==> src/rtl/hazard_stall_ctrl_if.sv <==
// Hazard controller bus: pipeline status into the controller, enables/flushes/counters out.
// master = pipeline side, slave = controller side.
interface hazard_stall_ctrl_if #(
  parameter int unsigned REG_W = 5,
  parameter int unsigned CNT_W = 32
);
  logic             branch_i;
  logic             dmem_busy_i;
  logic             DE_MemRead_i;
  logic [REG_W-1:0] DE_Rt_i;
  logic [REG_W-1:0] FD_Rs_i;
  logic [REG_W-1:0] FD_Rt_i;
  logic             FD_UseRs_i;
  logic             FD_UseRt_i;
  logic             cnt_clr_i;
  logic             PCWrite_o;
  logic             FDWrite_o;
  logic             DEWrite_o;
  logic             EMWrite_o;
  logic             MWWrite_o;
  logic             IF_ID_Flush_o;
  logic             ID_EX_Flush_o;
  logic             EX_MEM_Flush_o;
  logic             stalling_o;
  logic [CNT_W-1:0] stall_cnt_o;
  logic [CNT_W-1:0] flush_cnt_o;

  modport master (
    output branch_i, dmem_busy_i, DE_MemRead_i, DE_Rt_i, FD_Rs_i, FD_Rt_i,
           FD_UseRs_i, FD_UseRt_i, cnt_clr_i,
    input  PCWrite_o, FDWrite_o, DEWrite_o, EMWrite_o, MWWrite_o,
           IF_ID_Flush_o, ID_EX_Flush_o, EX_MEM_Flush_o, stalling_o,
           stall_cnt_o, flush_cnt_o
  );

  modport slave (
    input  branch_i, dmem_busy_i, DE_MemRead_i, DE_Rt_i, FD_Rs_i, FD_Rt_i,
           FD_UseRs_i, FD_UseRt_i, cnt_clr_i,
    output PCWrite_o, FDWrite_o, DEWrite_o, EMWrite_o, MWWrite_o,
           IF_ID_Flush_o, ID_EX_Flush_o, EX_MEM_Flush_o, stalling_o,
           stall_cnt_o, flush_cnt_o
  );
endinterface

==> src/rtl/hazard_stall_ctrl.sv <==
// Pipeline hazard controller: multi-cycle load-use stall FSM, branch flush,
// data-memory freeze and saturating stall/flush performance counters.
module hazard_stall_ctrl #(
  parameter int unsigned REG_W          = 5,
  parameter int unsigned LOAD_STALL_CYC = 1,
  parameter int unsigned SC_W           = 4,
  parameter int unsigned CNT_W          = 32
) (
  input  logic               clk_i,
  input  logic               rst_i,
  hazard_stall_ctrl_if.slave bus
);

  typedef enum logic [0:0] {RUN, LSTALL} state_t;

  state_t           state_q, state_d;
  logic [SC_W-1:0]  rem_q, rem_d;
  logic [CNT_W-1:0] stall_cnt_q, flush_cnt_q;
  logic             stall_inc, flush_inc;
  logic [REG_W-1:0] de_rt;
  logic             hz;

  assign de_rt = bus.DE_Rt_i;
  assign hz    = bus.DE_MemRead_i && (de_rt != '0) &&
                 ((bus.FD_UseRs_i && (de_rt == bus.FD_Rs_i)) ||
                  (bus.FD_UseRt_i && (de_rt == bus.FD_Rt_i)));

  // State and stall down-counter
  always_ff @(posedge clk_i or negedge rst_i) begin
    if (!rst_i) begin
      state_q <= RUN;
      rem_q   <= '0;
    end else begin
      state_q <= state_d;
      rem_q   <= rem_d;
    end
  end

  // Next state and combinational outputs; priority freeze > branch > stall
  always_comb begin
    state_d            = state_q;
    rem_d              = rem_q;
    stall_inc          = 1'b0;
    flush_inc          = 1'b0;
    bus.PCWrite_o      = 1'b1;
    bus.FDWrite_o      = 1'b1;
    bus.DEWrite_o      = 1'b1;
    bus.EMWrite_o      = 1'b1;
    bus.MWWrite_o      = 1'b1;
    bus.IF_ID_Flush_o  = 1'b0;
    bus.ID_EX_Flush_o  = 1'b0;
    bus.EX_MEM_Flush_o = 1'b0;
    if (!rst_i) begin
      state_d = RUN;
      rem_d   = '0;
    end else if (bus.dmem_busy_i) begin
      bus.PCWrite_o = 1'b0;
      bus.FDWrite_o = 1'b0;
      bus.DEWrite_o = 1'b0;
      bus.EMWrite_o = 1'b0;
      bus.MWWrite_o = 1'b0;
    end else if (bus.branch_i) begin
      // Branch is older than the stalled instruction, so it aborts any stall
      bus.FDWrite_o      = 1'b0;
      bus.IF_ID_Flush_o  = 1'b1;
      bus.ID_EX_Flush_o  = 1'b1;
      bus.EX_MEM_Flush_o = 1'b1;
      state_d            = RUN;
      rem_d              = '0;
      flush_inc          = 1'b1;
    end else if (state_q == LSTALL) begin
      bus.PCWrite_o     = 1'b0;
      bus.FDWrite_o     = 1'b0;
      bus.ID_EX_Flush_o = 1'b1;
      stall_inc         = 1'b1;
      if (rem_q == SC_W'(1)) begin
        state_d = RUN;
        rem_d   = '0;
      end else begin
        rem_d = rem_q - SC_W'(1);
      end
    end else if (hz) begin
      bus.PCWrite_o     = 1'b0;
      bus.FDWrite_o     = 1'b0;
      bus.ID_EX_Flush_o = 1'b1;
      stall_inc         = 1'b1;
      if (LOAD_STALL_CYC > 1) begin
        state_d = LSTALL;
        rem_d   = SC_W'(LOAD_STALL_CYC - 1);
      end
    end
  end

  // Saturating performance counters; clear wins over increment
  always_ff @(posedge clk_i or negedge rst_i) begin
    if (!rst_i) begin
      stall_cnt_q <= '0;
      flush_cnt_q <= '0;
    end else if (bus.cnt_clr_i) begin
      stall_cnt_q <= '0;
      flush_cnt_q <= '0;
    end else begin
      if (stall_inc && !(&stall_cnt_q)) stall_cnt_q <= stall_cnt_q + CNT_W'(1);
      if (flush_inc && !(&flush_cnt_q)) flush_cnt_q <= flush_cnt_q + CNT_W'(1);
    end
  end

  assign bus.stalling_o  = (state_q == LSTALL);
  assign bus.stall_cnt_o = stall_cnt_q;
  assign bus.flush_cnt_o = flush_cnt_q;

endmodule

==> src/flat_wrapper.sv <==
// flat-port wrapper written by rule: the top's interface ports become plain ports
module hazard_stall_ctrl_flat 
#(
  parameter int unsigned REG_W          = 5,
  parameter int unsigned LOAD_STALL_CYC = 1,
  parameter int unsigned SC_W           = 4,
  parameter int unsigned CNT_W          = 32
)
  (clk_i, rst_i, bus_branch_i, bus_dmem_busy_i, bus_DE_MemRead_i, bus_DE_Rt_i, bus_FD_Rs_i, bus_FD_Rt_i, bus_FD_UseRs_i, bus_FD_UseRt_i, bus_cnt_clr_i, bus_PCWrite_o, bus_FDWrite_o, bus_DEWrite_o, bus_EMWrite_o, bus_MWWrite_o, bus_IF_ID_Flush_o, bus_ID_EX_Flush_o, bus_EX_MEM_Flush_o, bus_stalling_o, bus_stall_cnt_o, bus_flush_cnt_o);
  hazard_stall_ctrl_if #(.REG_W(REG_W), .CNT_W(CNT_W)) bus_i ();
  input  logic clk_i;
  input  logic rst_i;
  input wire logic [$bits(bus_i.branch_i)-1:0] bus_branch_i;
  input wire logic [$bits(bus_i.dmem_busy_i)-1:0] bus_dmem_busy_i;
  input wire logic [$bits(bus_i.DE_MemRead_i)-1:0] bus_DE_MemRead_i;
  input wire logic [$bits(bus_i.DE_Rt_i)-1:0] bus_DE_Rt_i;
  input wire logic [$bits(bus_i.FD_Rs_i)-1:0] bus_FD_Rs_i;
  input wire logic [$bits(bus_i.FD_Rt_i)-1:0] bus_FD_Rt_i;
  input wire logic [$bits(bus_i.FD_UseRs_i)-1:0] bus_FD_UseRs_i;
  input wire logic [$bits(bus_i.FD_UseRt_i)-1:0] bus_FD_UseRt_i;
  input wire logic [$bits(bus_i.cnt_clr_i)-1:0] bus_cnt_clr_i;
  output wire logic [$bits(bus_i.PCWrite_o)-1:0] bus_PCWrite_o;
  output wire logic [$bits(bus_i.FDWrite_o)-1:0] bus_FDWrite_o;
  output wire logic [$bits(bus_i.DEWrite_o)-1:0] bus_DEWrite_o;
  output wire logic [$bits(bus_i.EMWrite_o)-1:0] bus_EMWrite_o;
  output wire logic [$bits(bus_i.MWWrite_o)-1:0] bus_MWWrite_o;
  output wire logic [$bits(bus_i.IF_ID_Flush_o)-1:0] bus_IF_ID_Flush_o;
  output wire logic [$bits(bus_i.ID_EX_Flush_o)-1:0] bus_ID_EX_Flush_o;
  output wire logic [$bits(bus_i.EX_MEM_Flush_o)-1:0] bus_EX_MEM_Flush_o;
  output wire logic [$bits(bus_i.stalling_o)-1:0] bus_stalling_o;
  output wire logic [$bits(bus_i.stall_cnt_o)-1:0] bus_stall_cnt_o;
  output wire logic [$bits(bus_i.flush_cnt_o)-1:0] bus_flush_cnt_o;
  assign bus_i.branch_i = bus_branch_i;
  assign bus_i.dmem_busy_i = bus_dmem_busy_i;
  assign bus_i.DE_MemRead_i = bus_DE_MemRead_i;
  assign bus_i.DE_Rt_i = bus_DE_Rt_i;
  assign bus_i.FD_Rs_i = bus_FD_Rs_i;
  assign bus_i.FD_Rt_i = bus_FD_Rt_i;
  assign bus_i.FD_UseRs_i = bus_FD_UseRs_i;
  assign bus_i.FD_UseRt_i = bus_FD_UseRt_i;
  assign bus_i.cnt_clr_i = bus_cnt_clr_i;
  assign bus_PCWrite_o = bus_i.PCWrite_o;
  assign bus_FDWrite_o = bus_i.FDWrite_o;
  assign bus_DEWrite_o = bus_i.DEWrite_o;
  assign bus_EMWrite_o = bus_i.EMWrite_o;
  assign bus_MWWrite_o = bus_i.MWWrite_o;
  assign bus_IF_ID_Flush_o = bus_i.IF_ID_Flush_o;
  assign bus_ID_EX_Flush_o = bus_i.ID_EX_Flush_o;
  assign bus_EX_MEM_Flush_o = bus_i.EX_MEM_Flush_o;
  assign bus_stalling_o = bus_i.stalling_o;
  assign bus_stall_cnt_o = bus_i.stall_cnt_o;
  assign bus_flush_cnt_o = bus_i.flush_cnt_o;
  hazard_stall_ctrl #(.REG_W(REG_W), .LOAD_STALL_CYC(LOAD_STALL_CYC), .SC_W(SC_W), .CNT_W(CNT_W)) u_core (.clk_i(clk_i), .rst_i(rst_i), .bus(bus_i));
endmodule
==> config.mk <==
export PLATFORM = sky130hd
export DESIGN_NAME = hazard_stall_ctrl_flat
export DESIGN_NICKNAME = d
export VERILOG_FILES = /design/src/rtl/hazard_stall_ctrl_if.sv /design/src/rtl/hazard_stall_ctrl.sv /design/src/flat_wrapper.sv
export SDC_FILE = /design/constraint.sdc
export NUM_CORES = 1
export LEC_CHECK = 0
export ABC_AREA = 0
export BUFFER_PORTS_ARGS = -buffer_cell sky130_fd_sc_hd__buf_2
export CORE_ASPECT_RATIO = 1.75
export CORE_MARGIN = 10
export CORE_UTILIZATION = 60
export CTS_BUF_LIST = sky130_fd_sc_hd__clkbuf_8
export DETAILED_ROUTE_END_ITERATION = 16
export PLACE_DENSITY = 0.88
export SLEW_MARGIN = 15
export SYNTH_ARGS = -nofsm -noshare
export SYNTH_HDL_FRONTEND = slang
export SYNTH_SLANG_ARGS = --single-unit
==> constraint.sdc <==
create_clock -name clk_i -period 3.4 [get_ports clk_i]
set_input_delay 0.17 -clock clk_i [delete_from_list [all_inputs] [get_ports clk_i]]
set_output_delay 0.17 -clock clk_i [all_outputs]
set_load 0.03 [all_outputs]
==> flow_metrics.env <==
export IMPL_status="finished, final reports clean"
export IMPL_rsz0062_at_grt="false"
export IMPL_vdd_drop_max_mv=0.314
export IMPL_cp_slowest_stage_delay_ns=0.55
export IMPL_dpl_hpwl_um=7910
export IMPL_ctsLongestPathBuffers=2
export IMPL_criticalPathCategory="reg2reg"
export IMPL_post_route_period_util_pct=77.0
export IMPL_io_pins=96
export IMPL_rows=39
export IMPL_synth_seq_cells=69
export IMPL_cp_depth=7
export IMPL_drc_errors=0
export IMPL_core_area_um2=6440
export IMPL_die_h_um=127
export IMPL_cp_end_kind="register"
export IMPL_crit_family="simple AND/OR/NAND/NOR gates"
export IMPL_internal_power_w=0.00133
export IMPL_port_buffer_count=95
export IMPL_maxCapViolations=0
export IMPL_place_congestion=0.855
export IMPL_cts_buffers=9
export IMPL_path_clk_slew_ns=0.07
export IMPL_clk_latency_ns=0.36
export IMPL_avgViaCountPerCell=5.89
export IMPL_ys_dominant_reg_cell="dfrtp_1"
export IMPL_crit_fanout=11
export IMPL_startpoint="u_core.bus.stall_cnt_o[0]$_DFFE_PN0P_"
export IMPL_worstRegToRegCells=7
export IMPL_grt_total_usage_pct=20.8
export IMPL_h_tree_depth=3
export IMPL_netlist_instances=433
export IMPL_initial_core_util_pct=61.2
export IMPL_yosys_warnings=0
export IMPL_max_freq_mhz=382
export IMPL_drtAntennaViolNets=0
export IMPL_grt_max_degree=71
export IMPL_fill_cells=499
export IMPL_cts_sinks=69
export IMPL_grt_pass1_vias=3652
export IMPL_grt_overflow=0
export IMPL_dp_slack_ns=0.870
export IMPL_power_switching_w=0.000412
export IMPL_worst_slew_pin_slew_ns=0.881
export IMPL_fin_skew_ns=0.00456
export IMPL_avgSynthCellArea_um2=9.10
export IMPL_fin_ws_ns=0.781
export IMPL_startpoint_type="register"
export IMPL_required_ns=3.63
export IMPL_die_area_um2=10300
export IMPL_synthArstFlopShare_pct=100
export IMPL_synth_edf_count=0
export IMPL_grt_antenna_before_repair=0
export IMPL_drv_slew=0
export IMPL_hold_viol=0
export IMPL_wire_per_inst_um=17.2
export IMPL_post_cts_resized=0
export IMPL_grt_pass1_wl_um=17200
export IMPL_syn_nets=460
export IMPL_cts_setup_buffers=0
export IMPL_synth_cell_types=48
export IMPL_vias=3600
export IMPL_drt_wl_total_um=10500
export IMPL_slowest_stage="and4_1"
export IMPL_clkPwrFrac_pct=43.6
export IMPL_p_sw_share_pct=23.7
export IMPL_path_cells="ha_1 -> nand4_1 -> nor4_1 -> and4_1 -> nor3_1 -> and3_1 -> mux2_1"
export IMPL_diodes=0
export IMPL_min_path_type="in2async"
export IMPL_cp_arrival_ns=2.85
export IMPL_timing_rr_start="u_core.bus.stall_cnt_o[0]$_DFFE_PN0P_"
export IMPL_power_frac_comb_pct=7.8
export IMPL_setup_viol=0
export IMPL_die_x_um=81.3
export IMPL_crit_buf_inv=0
export IMPL_period_minus_slack_ns=2.62
export IMPL_root_buffer="clkbuf_8"
export IMPL_seq_area_frac_synth_pct=43.8
export IMPL_seqPwrFrac_pct=48.6
export IMPL_post_route_cells_drive_above_1_share_pct=24.2
export IMPL_final_nets=551
export IMPL_power_density_nw_per_um2=372
export IMPL_slew_headroom_pct=41.3
export IMPL_cts_tree="built"
export IMPL_drtIter0Drc=234
export IMPL_syn_area_um2=3940
export IMPL_area_delta_synth_final_pct=18.8
export IMPL_ctsHoldBuffers=0
export IMPL_fin_tns_setup_ns=0
export IMPL_cellLeakagePower_nw=2.09
export IMPL_drt_pass1_iterations=4
## cell usage after synthesis (10+ instances only)
library cell	instances	area, µm²
nand3_1	27	135
nor4_1	12	75.1
clkbuf_1	10	37.5
dfrtp_1	69	1730
xor2_1	13	114
nand2_1	28	105
a21oi_1	14	70.1
nand4_1	20	125
nor2_1	74	278
inv_1	16	60.1
nor3_1	13	65.1
xnor2_1	44	385
o21ai_0	10	50.1
## sequential cells by signal, summed over array words and instances, names as in the netlist
name	count
u_core.bus.flush_cnt_o	32
u_core.rem_q	4
u_core.bus.stall_cnt_o	32
u_core.bus.stalling_o	1
## area by class of cell
| type | count | area (µm²) | share of cell area [%] |
|---|---|---|---|
| Tap cell | 82 | 103 | 2.19 |
| Sequential cell | 69 | 1730 | 36.9 |
| Multi-Input combinational cell | 331 | 2070 | 44.3 |
| Timing Repair Buffer | 97 | 493 | 10.5 |
| Inverter | 16 | 60.1 | 1.28 |
| Clock buffer | 11 | 151 | 3.24 |
| Clock inverter | 5 | 73.8 | 1.58 |
## layer usage
layer	share of wire, %	global-route usage [%]
met5	0	0
met4	3.0	9.01
met3	5.7	5.62
met2	55	37.6
met1	36	21.5
## cells by family after synthesis
kind of cell             synth area share (%)
AND/OR/NAND/NOR                          30.0
flip-flops                               43.8
XOR/XNOR                                 12.7
AO/OA/AOI/OAI                            6.19
buffers and inverters                    3.78
multiplexers                             2.22
adder cells (fa/ha/maj)                  1.27
## metrics by stage
step	power (W)	cell area, µm²	std cells	hold slack [ns]	utilization (%)
after floorplan	0.000942	3940	433	-0.126	-
after global placement	0.000989	4450	595	0.503	69.0
after detailed placement	0.000997	4450	595	0.514	69.0
after CTS	0.00175	4670	611	0.128	72.5
after global routing	0.00180	4680	611	0.172	72.6
final	0.00174	4680	611	0.107	72.6
## layout by cell type (no fill, tap or decap), types with 3 or more instances in the layout
cell type	Yosys	routed
dfrtp_1	69	69
clkbuf_8	0	11
xor2_1	13	13
or3_1	7	7
ha_1	4	4
a21o_1	4	4
buf_2	2	94
nor4b_1	5	5
nor2b_1	6	6
and4_1	3	3
nor4_1	12	12
nand2_1	28	28
nor3_1	13	13
o21ai_0	10	10
nand3_1	27	27
and3_1	8	8
buf_4	4	3
inv_1	16	17
mux2_1	5	5
or4_1	4	4
nand4_1	20	20
nor4_2	3	3
nor2_1	74	74
xnor2_1	44	44
a21oi_1	14	14
## worst register-to-register path, delay by kind of cell, from the launching register on
kind,cells,cell delay [ns]
fa+ha+maj,1,0.22
simple gates,5,1.51
mux,1,0.33
flops,1,0.43
## power by group through the flow
stage               Sequential, W  Combinational [W]  Clock (W)
finish                   0.000845           0.000136   0.000758
global route             0.000846           0.000154   0.000798
CTS                      0.000845           0.000137   0.000766
detailed placement       0.000860           0.000137          0
global placement         0.000858           0.000130          0
floorplan                0.000859          0.0000828          0
## worst paths after layout
path | slack [ns] | to
worst max-delay path | 0.78 | u_core.bus.stall_cnt_o[20]$_DFFE_PN0P_
worst min-delay path | 0.11 | u_core.bus.flush_cnt_o[14]$_DFFE_PN0P_
worst max register to register | 0.78 | u_core.bus.stall_cnt_o[20]$_DFFE_PN0P_
min in group clk_i | 0.18 | u_core.bus.stalling_o$_DFFE_PN0P_
worst min register to register | 0.54 | u_core.rem_q[1]$_DFFE_PN0P_
max in group asynchronous | 2.73 | u_core.bus.stall_cnt_o[10]$_DFFE_PN0P_
(Power assumes the default switching activity.)
